==> src/rtl/score_display_ctrl.sv <==
`default_nettype none
// score_display_ctrl: sequential binary-to-BCD score converter with a timed ball-number overlay.
// Optional build macro LEADING_ZERO_BLANK_EN blanks leading zero digits in score mode.
module score_display_ctrl #(
    parameter int HOLD_CYCLES = 100000000
) (
    input  logic        clk,
    input  logic        rst_n,
    input  logic        score_valid,
    input  logic [13:0] score_bin,
    output logic        score_ready,
    input  logic        ball_valid,
    input  logic [3:0]  ball_num,
    output logic        busy,
    output logic [3:0]  ones,
    output logic [3:0]  tens,
    output logic [3:0]  hundreds,
    output logic [3:0]  thous
);
    localparam int                HOLD_W    = (HOLD_CYCLES > 1) ? $clog2(HOLD_CYCLES) : 1;
    localparam logic [HOLD_W-1:0] HOLD_LOAD = HOLD_W'(HOLD_CYCLES - 1);
    localparam logic [13:0]       SCORE_MAX = 14'd9999;
    localparam logic [3:0]        ITER_LAST = 4'd13;
    localparam logic [3:0]        BLANK     = 4'hF;
`ifdef LEADING_ZERO_BLANK_EN
    localparam logic [15:0]       RESET_DIGITS = 16'hFFF0;
`else
    localparam logic [15:0]       RESET_DIGITS = 16'h0000;
`endif

    typedef enum logic [0:0] {
        IDLE = 1'b0,
        CONV = 1'b1
    } state_t;

    state_t              state;
    logic [3:0]          iter;
    logic [29:0]         shift;       // {bcd[15:0], binary[13:0]}
    logic [15:0]         score;
    logic                ov_active;
    logic [HOLD_W-1:0]   hold;
    logic [3:0]          ball;

    logic [15:0]         bcd_adj;
    logic [29:0]         shift_next;
    logic [13:0]         score_sat;
    logic [15:0]         score_digits;

    assign score_sat = (score_bin > SCORE_MAX) ? SCORE_MAX : score_bin;

    // One double-dabble step: add 3 to any digit >= 5, then shift left.
    always_comb begin
        bcd_adj = '0;
        for (int d = 0; d < 4; d++) begin
            bcd_adj[d*4 +: 4] = (shift[14 + d*4 +: 4] >= 4'd5) ?
                                shift[14 + d*4 +: 4] + 4'd3 : shift[14 + d*4 +: 4];
        end
        shift_next = {bcd_adj[14:0], shift[13:0], 1'b0};
    end

    always_comb begin
        score_digits = score;
`ifdef LEADING_ZERO_BLANK_EN
        if (score[15:12] == 4'd0) begin
            score_digits[15:12] = BLANK;
            if (score[11:8] == 4'd0) begin
                score_digits[11:8] = BLANK;
                if (score[7:4] == 4'd0) begin
                    score_digits[7:4] = BLANK;
                end
            end
        end
`endif
    end

    always_ff @(posedge clk or negedge rst_n) begin
        if (!rst_n) begin
            state       <= IDLE;
            iter        <= 4'd0;
            shift       <= '0;
            score       <= 16'd0;
            score_ready <= 1'b1;
            busy        <= 1'b0;
        end else begin
            case (state)
                IDLE: begin
                    if (score_valid) begin
                        state       <= CONV;
                        iter        <= 4'd0;
                        shift       <= {16'd0, score_sat};
                        score_ready <= 1'b0;
                        busy        <= 1'b1;
                    end
                end
                CONV: begin
                    shift <= shift_next;
                    iter  <= iter + 4'd1;
                    if (iter == ITER_LAST) begin
                        state       <= IDLE;
                        iter        <= 4'd0;
                        score       <= shift_next[29:14];
                        score_ready <= 1'b1;
                        busy        <= 1'b0;
                    end
                end
                default: begin
                    state       <= IDLE;
                    score_ready <= 1'b1;
                    busy        <= 1'b0;
                end
            endcase
        end
    end

    // A fresh ball_valid always wins over the countdown, restarting the hold window.
    always_ff @(posedge clk or negedge rst_n) begin
        if (!rst_n) begin
            ov_active <= 1'b0;
            hold      <= '0;
            ball      <= 4'd0;
        end else if (ball_valid) begin
            ov_active <= 1'b1;
            hold      <= HOLD_LOAD;
            ball      <= ball_num;
        end else if (ov_active) begin
            if (hold == '0) begin
                ov_active <= 1'b0;
            end else begin
                hold <= hold - 1'b1;
            end
        end
    end

    always_ff @(posedge clk or negedge rst_n) begin
        if (!rst_n) begin
            {thous, hundreds, tens, ones} <= RESET_DIGITS;
        end else if (ov_active) begin
            {thous, hundreds, tens, ones} <= {BLANK, BLANK, BLANK, ball};
        end else begin
            {thous, hundreds, tens, ones} <= score_digits;
        end
    end
endmodule
`default_nettype wire

==> config.mk <==
export PLATFORM = sky130hd
export DESIGN_NAME = score_display_ctrl
export DESIGN_NICKNAME = d
export VERILOG_FILES = /design/src/rtl/score_display_ctrl.sv
export SDC_FILE = /design/constraint.sdc
export NUM_CORES = 1
export LEC_CHECK = 0
export ABC_CLOCK_PERIOD_IN_PS = 6680
export BUFFER_PORTS_ARGS = -buffer_cell sky130_fd_sc_hd__clkbuf_2
export CAP_MARGIN = 20
export CORE_ASPECT_RATIO = 0.9
export CORE_MARGIN = 2
export CORE_UTILIZATION = 35
export DETAILED_ROUTE_END_ITERATION = 8
export PLACE_DENSITY = 0.53
export SLEW_MARGIN = 20
export SYNTH_ARGS = -nofsm -noshare
export SYNTH_HDL_FRONTEND = slang
export SYNTH_SLANG_ARGS = --single-unit
==> constraint.sdc <==
create_clock -name clk -period 6.68 [get_ports clk]
set_clock_uncertainty 0.2 [all_clocks]
set_input_delay 2.004 -clock clk [delete_from_list [all_inputs] [get_ports clk]]
set_output_delay 2.004 -clock clk [all_outputs]
set_load 0.005 [all_outputs]
# After elaboration in Yosys (flattened, before gate mapping)
# Cells that the tools add are included.
# W data, S select, Z words.
[classes]
addsub = 6
magnitude_cmp = 5
eq_ne = 4
mux = 29
n_bitwise = 1
n_reduce_logical = 5
[op_table]
columns = ["operator", "count"]
rows = [
  ["$mux W27", 3],
  ["$pmux W30 S2", 1],
  ["$mux W4", 9],
  ["$mux W30", 1],
  ["$logic_not A27 Y1", 1],
  ["$sub A27 B1 Y27 const B", 1],
  ["$ge A4 B3 Y1 const B", 4],
  ["$gt A14 B14 Y1 const B", 1],
  ["$mux W14", 1],
  ["$add A4 B2 Y4 const B", 3],
  ["$mux W1", 9],
  ["$pmux W4 S2", 1],
  ["$pmux W1 S2", 3],
  ["$reduce_and A2 Y1", 3],
  ["$add A4 B1 Y4 const B", 1],
  ["$eq A4 B4 Y1 const B", 1],
  ["$ne A2 B2 Y1 const B", 2],
  ["$add A3 B2 Y3 const B", 1],
  ["$mux W3", 1],
  ["$ne A2 B1 Y1 const B", 1],
  ["$reduce_bool A2 Y1", 1],
  ["$not A1 Y1", 1],
]
[word_totals]
regBits = 101
input_bits = 22
out_inout_bits = 18

# Depth between registers and ports, before layout
# Gate-level depths: netlist (run 1).
[depth]
depth_word = 4
depth_mapped = 9
depth_no_buf = 7

# Least setup slack after synthesis (run 1)
# OpenSTA, ideal clock, no wires.
[synth_path]
kind = "input to register"
start = "input ball_valid"
end = "register ball[0]"
setup_ps = 125
arrival_time_ps = 2880
required_ps = 6355
path_slack_ps = 3475
path_stages = 3
path_cell_list = "clkbuf_1 > clkbuf_1 > mux2_2"
[synth_rtl]
columns = ["element", "line_no", "rtl"]
rows = [
  ["from (decl)", "12", "input logic ball_valid,"],
  ["to (signal assigned)", "124", "ball <= ball_num;"],
  ["to (decl)", "42", "logic [3:0] ball;"],
]
# No word-level cell between the ends.

# Final worst setup path (run 1)
[layout_path]
start = "input score_valid"
end = "register shift[9]"
[layout_between]
elab_chain_len = 1
[layout_rtl]
columns = ["element", "line_no", "rtl"]
rows = [
  ["from (decl)", "9", "input logic score_valid,"],
  ["$ne A2 B2 Y1 (no source line)", "-", ""],
  ["to (signal assigned)", "90", "shift <= {16'd0, score_sat};"],
  ["to (signal assigned)", "96", "shift <= shift_next;"],
  ["to (decl)", "38", "logic [29:0] shift;"],
]
# Every way passes these cells.
# A chain may end at the register's enable or synchronous reset.

==> results.py, run 1 <==
metrics = {
    "run_status": {
        "status": "finished, final reports clean",
    },
    "timing": {
        "grt_setup_unrepaired": "no",
        "post-route-min-period_ns": 3.30,
        "setup_violations": 0,
        "tns_ns": 0,
        "slew_violations": 0,
        "tightest_slew_ns": 0.987,
        "maxSlewHeadroom": 0.342,
        "fmaxAchievable_mhz": 303,
        "period_share": 0.494,
        "finalHoldViolCount": 0,
    },
    "clocking": {
        "cts_buffers": 9,
        "root_buffer": "clkbuf_16",
        "cts_setup_buffers": 0,
        "tritoncts": "yes",
        "clk_path_buf_depth": 2,
        "htreeDepth": 3,
        "clk_pin_slew_worst_paths_ns": 0.07,
        "clk_latency_ns": 0.35,
        "cts.sinks": 101,
        "hold_buffers": 0,
        "cts.repair.resized": 0,
    },
    "drt": {
        "drt.antenna.violating_nets": 0,
        "wl_per_cell_um": 14.0,
        "drtPass1Iterations": 4,
        "drcViolationCount": 0,
        "vias": 3352,
        "drt-initial-drc-count": 142,
        "wl_mm": 9.30,
        "vias_per_cell": 5.06,
    },
    "pwr": {
        "switching_share": 0.318,
        "power.density_nw_per_um2": 346,
        "clkPwrFrac": 0.277,
        "peakVddDrop_v": 0.000198,
        "seq_power_share": 0.477,
        "combPwrFrac": 0.246,
        "power_switching_mw": 0.595,
        "p_leak_nw": 2.22,
        "internal_power_mw": 1.28,
        "power_mw": 1.87,
    },
    "critical_path": {
        "rrSetupSlack_ns": 3.65,
        "crit_type": "input pin to register",
        "critPathArrivalTime_ns": 3.34,
        "worstPathCellList": "clkbuf_2 -> nand2b_1 -> nand2b_1 -> o21a_1",
        "cp_data_required_time_ns": 6.72,
        "cp_max_fo": 35,
        "critPathLaunchType": "input pin",
        "crit_path_top_delay_cell": "clkbuf_2",
        "rr_startpoint": "hold[11]",
        "cpPeakStageDelay_ns": 0.57,
        "worstSetupEndpointType": "register",
        "crit_family": "buffers and inverters",
        "worst_path_most_repeated_cell": "nand2b_1",
        "crit_buf_inv": 1,
        "crit_start": "score_valid",
    },
    "global_route": {
        "grt_max_degree": 62,
        "groute.usage.overall": 0.140,
        "grt_pass1_wl_mm": 16.2,
        "antenna_found_initial": 0,
        "grt_pass1_vias": 3196,
        "gr-total-overflow": 0,
    },
    "hold_path": {
        "min_from": "score[12]",
        "hp-class": "register to register",
    },
    "layout": {
        "multi_input_area_um2": 2090,
        "mostFrequentLayoutCell": "dfrtp_1",
        "regArea_um2": 2530,
        "synthToLayoutAreaGrowth_pct": 12.9,
        "fill_cells": 1290,
        "final_area_um2": 5410,
        "drive_gt1_frac": 0.202,
        "fin_util": 0.405,
        "final_cell_mix": "dfrtp_1, nand2_1, o21ai_0, clkbuf_2",
        "diodes": 0,
        "nNetsFinal": 523,
    },
    "floorplan": {
        "core_area_um2": 13400,
        "row_count": 40,
        "start_util": 0.359,
        "die_w_um": 127,
        "io_pins": 40,
        "dieArea_um2": 14700,
        "die_y_um": 115,
    },
    "synth": {
        "synthAdderAreaFrac": 0.0287,
        "synth_compound_area_frac": 0.121,
        "yosysUniqueCellTypes": 43,
        "synthMuxAreaShare": 0.0762,
        "synthArstFlopShare": 1.00,
        "synth_area_um2": 4800,
        "synthesis.instances": 463,
        "yosysWarnings": 0,
        "synth_edf_count": 0,
        "synth_top_family_by_area": "simple AND/OR/NAND/NOR gates",
        "synth-simple-area-share": 0.199,
        "ys_ff_latch": 101,
        "synth_xor_area_frac": 0.0110,
        "avgSynthCellArea_um2": 10.4,
        "synth_nets": 496,
        "synth_flop_cell": "dfrtp_1",
        "yosysSeqAreaShare": 0.527,
    },
    "placement": {
        "post-dp-hpwl_mm": 6.07,
        "numPortBuffers": 39,
        "placed_area_um2": 5120,
        "place.gp.congestion": 0.744,
    },
    "flow_run": {
        "drv_cap": 0,
    },
}
cell usage after synthesis, types with 7 or more instances:
cell / instances / area (um2)
dfrtp_1: 100 / 2500
nand2_1: 43 / 161
o21ai_0: 38 / 190
clkbuf_1: 21 / 78.8
a21oi_1: 20 / 100
inv_1: 20 / 75.1
mux2_2: 20 / 225
nor2_1: 20 / 75.1
nand2b_1: 17 / 106
o31ai_1: 17 / 128
or3_1: 16 / 100
mux2i_1: 14 / 140
or2_2: 14 / 87.6
ha_1: 11 / 138
or4_1: 11 / 82.6
nand3_1: 10 / 50.1
nor2b_1: 10 / 62.6
nor3b_1: 9 / 67.6
nor3_1: 7 / 35.0
metrics by stage:
step                hold slack, ns  instances  setup WS (ns)
floorplan                    0.231        463           3.48
global placement             0.244        647           3.03
detailed placement           0.246        647           2.99
CTS                          0.261        663           3.36
global route                 0.271        663           3.23
finish                       0.258        663           3.38
final cells by class:
class,instances,area share
flip-flops and latches,101,0.467
repair buffers,41,0.0393
clock buffers,9,0.0416
clock inverters,7,0.0122
well taps,168,0.0388
inverters,20,0.0139
multi-input cells,317,0.387
final timing paths:
check | to | cells past startpoint
min reg2reg | thous[0] | 1
max reg2reg | hold[16] | 5
min | thous[0] | 1
max | shift[9] | 4
max in group asynchronous | hold[0] | 2
min in group asynchronous | hold[23] | 1
worst reg2reg max path: stages, from the launching register on:
cell and delay, ns:
dfrtp_1 0.41, or4_1 0.65, or3_1 0.54, nor3_4 0.65, nor3_1 0.10, or3b_1 0.36
registers in the layout (all words and copies together) (netlist names):
| signal | cells |
|---|---|
| ones | 4 |
| tens | 4 |
| state | 1 |
| thous | 4 |
| busy | 1 |
| iter | 4 |
| ov_active | 1 |
| shift | 30 |
| hold | 27 |
| score | 16 |
| hundreds | 4 |
| score_ready | 1 |
| ball | 4 |
routing by layer:
| metal | global-route usage | part of all wire |
|---|---|---|
| met2 | 0.215 | 0.44 |
| met1 | 0.193 | 0.50 |
| met4 | 0.0498 | 0.015 |
| met3 | 0.0372 | 0.040 |
| met5 | 0 | 0 |
kinds of logic after synthesis:
kind of cell,count (synthesis)
AOI/OAI and AO/OA,94
xor gates and xnor gates,6
adders and majority gates,11
and+or+nand+nor,172
DFF,101
muxes,34
buffers and inverters,45
power groups by stage:
stage,registers (mW),clock network (mW),logic [mW]
after floorplan,0.847,0,0.391
after global placement,0.899,0,0.454
after detailed placement,0.905,0,0.468
after CTS,0.894,0.535,0.471
after global routing,0.917,0.566,0.541
final,0.893,0.518,0.461
Note: power is estimated with default switching activity, not from simulation.
==> run 2: changes to the inputs <==
ABC_CLOCK_PERIOD_IN_PS = 3000   (was 6680)
PLACE_DENSITY = 0.55   (was 0.53)
clock period = 3 ns   (was 6.68 ns; I/O delays follow)
==> run 2 against run 1 <==
Core utilization rose by 1.2 points. First-iteration DRC count rose by 27%. Sequential share of layout area is 1.3 points lower. Sequential power is 120% higher. Critical endpoint is now hold[19]. Count of clock-buffer cells in the layout increased by 3. Via count is 1.6% higher. Global-route usage decreased by 0.34 points. Register-to-register slack got worse by 3.4 ns. Flip-flop and latch count stayed put. Die area is the same. Combinational power is 130% higher.
==> results.py, run 2 (synthesis results as in run 1) <==
metrics = {
    "clocking": {
        "cts.repair.resized": 0,
        "cts_buffers": 9,
        "clk_pin_slew_worst_paths_ns": 0.07,
        "root_buffer": "clkbuf_16",
        "clk_path_buf_depth": 2,
        "htreeDepth": 3,
        "hold_buffers": 0,
        "cts.sinks": 101,
        "clk_latency_ns": 0.35,
        "tritoncts": "yes",
        "cts_setup_buffers": 0,
    },
    "critical_path": {
        "crit_path_top_delay_cell": "or3b_2",
        "rr_startpoint": "hold[0]",
        "crit_type": "register to register",
        "cp_max_fo": 5,
        "worstPathCellList": "inv_1 -> ha_1 -> or3b_2 -> or3_1 -> nor3_1 -> nor4_2 -> mux2_2",
        "cp_data_required_time_ns": 3.03,
        "crit_start": "hold[0]",
        "critPathArrivalTime_ns": 2.80,
        "worstSetupEndpointType": "register",
        "critPathLaunchType": "register",
        "cpPeakStageDelay_ns": 0.51,
        "crit_end": "hold[19]",
        "worstRegToRegCells": 7,
        "reg2reg_to": "hold[19]",
        "rrSetupSlack_ns": 0.24,
    },
    "layout": {
        "synthToLayoutAreaGrowth_pct": 16.1,
        "drive_gt1_frac": 0.217,
        "fill_cells": 1283,
        "fin_util": 0.417,
        "multi_input_area_um2": 2090,
        "largest_reg_flops": 30,
        "regArea_um2": 2530,
        "final_cell_mix": "dfrtp_1, nand2_1, o21ai_0, clkbuf_2",
        "max_flop_register": "shift",
        "diodes": 0,
        "reg_top3": "shift: 30 flops, hold: 27 flops, score: 16 flops",
        "nNetsFinal": 535,
        "mostFrequentLayoutCell": "dfrtp_1",
    },
    "run_status": {
        "status": "finished, final reports clean",
    },
    "timing": {
        "post-route-min-period_ns": 2.76,
        "tns_ns": 0,
        "fmaxAchievable_mhz": 362,
        "grt_setup_unrepaired": "no",
        "finalHoldViolCount": 0,
        "tightest_slew_ns": 0.653,
        "maxSlewHeadroom": 0.565,
        "slew_violations": 0,
        "period_share": 0.921,
        "setup_violations": 0,
    },
    "pwr": {
        "peakVddDrop_v": 0.000416,
        "p_leak_nw": 2.29,
        "power.density_nw_per_um2": 786,
    },
    "drt": {
        "drtPass1Iterations": 4,
        "wl_mm": 9.14,
        "drcViolationCount": 0,
        "vias": 3407,
        "drt-initial-drc-count": 180,
        "drt.antenna.violating_nets": 0,
        "vias_per_cell": 5.05,
        "wl_per_cell_um": 13.5,
    },
    "floorplan": {
        "core_area_um2": 13400,
        "io_pins": 40,
        "die_w_um": 127,
        "die_y_um": 115,
        "dieArea_um2": 14700,
        "row_count": 40,
        "start_util": 0.359,
    },
    "global_route": {
        "groute.usage.overall": 0.137,
        "grt_pass1_vias": 3225,
        "grt_pass1_wl_mm": 15.9,
        "grt_max_degree": 40,
        "gr-total-overflow": 0,
        "antenna_found_initial": 0,
    },
    "placement": {
        "numPortBuffers": 39,
        "post-dp-hpwl_mm": 6.27,
        "place.gp.congestion": 0.752,
    },
    "hold_path": {
        "hold_path_depth": 1,
        "min_from": "score[14]",
        "hp-class": "register to register",
    },
    "flow_run": {
        "drv_cap": 0,
    },
}
## run 2: changes by cell type in the layout (fill, tap and decap cells not counted), moves of 2 or more
cell,before,now
clkinv_2,4,1
buf_4,3,14
clkbuf_8,0,2
bufinv_16,1,3
## run 2: through the flow
stage	power, mW	instances	instance area (um2)	setup slack [ns]	hold slack, ns
floorplan	2.76	463	4800	0.346	0.231
CTS	4.44	675	5570	0.233	0.261
global route	4.72	675	5570	0.0868	0.280
global placement	3.02	659	5220	0.283	0.241
detailed placement	3.06	659	5220	0.223	0.249
finish	4.38	675	5570	0.236	0.256
## run 2: area by class of cell
class	instances	area share
flip-flops and latches	101	0.454
multi-input cells	317	0.375
repair buffers	53	0.0566
clock buffers	12	0.0461
well taps	168	0.0377
clock inverters	4	0.0171
inverters	20	0.0135
## run 2: critical path, delay by kind of cell (launching register included)
family | cells | cell delay, ns
fa+ha+maj | 1 | 0.17
mux | 1 | 0.28
simple gates | 4 | 1.51
buf+inv | 1 | 0.10
flops | 1 | 0.40
## run 2: power by group
group          leakage [nW]  internal, mW  switching [mW]
registers              1.15          1.70           0.243
clock network         0.173         0.860           0.499
logic                 0.976         0.515           0.559
total                  2.29          3.08            1.30
## run 2: layer usage
metal  track usage  vias up  wire length [um]
met5             0        -                 0
met4        0.0425        0               115
met3        0.0419       12               346
met2         0.203       41              4050
met1         0.193     1653              4630
li1              -     1701                 -
## run 2: worst min path at each step
stage	to	slack (ns)
2_1_floorplan	hundreds[1]	0.23
3_3_place_gp	thous[1]	0.24
3_5_place_dp	hundreds[1]	0.25
4_1_cts	thous[2]	0.26
5_1_grt	thous[1]	0.28
6_report	thous[2]	0.26
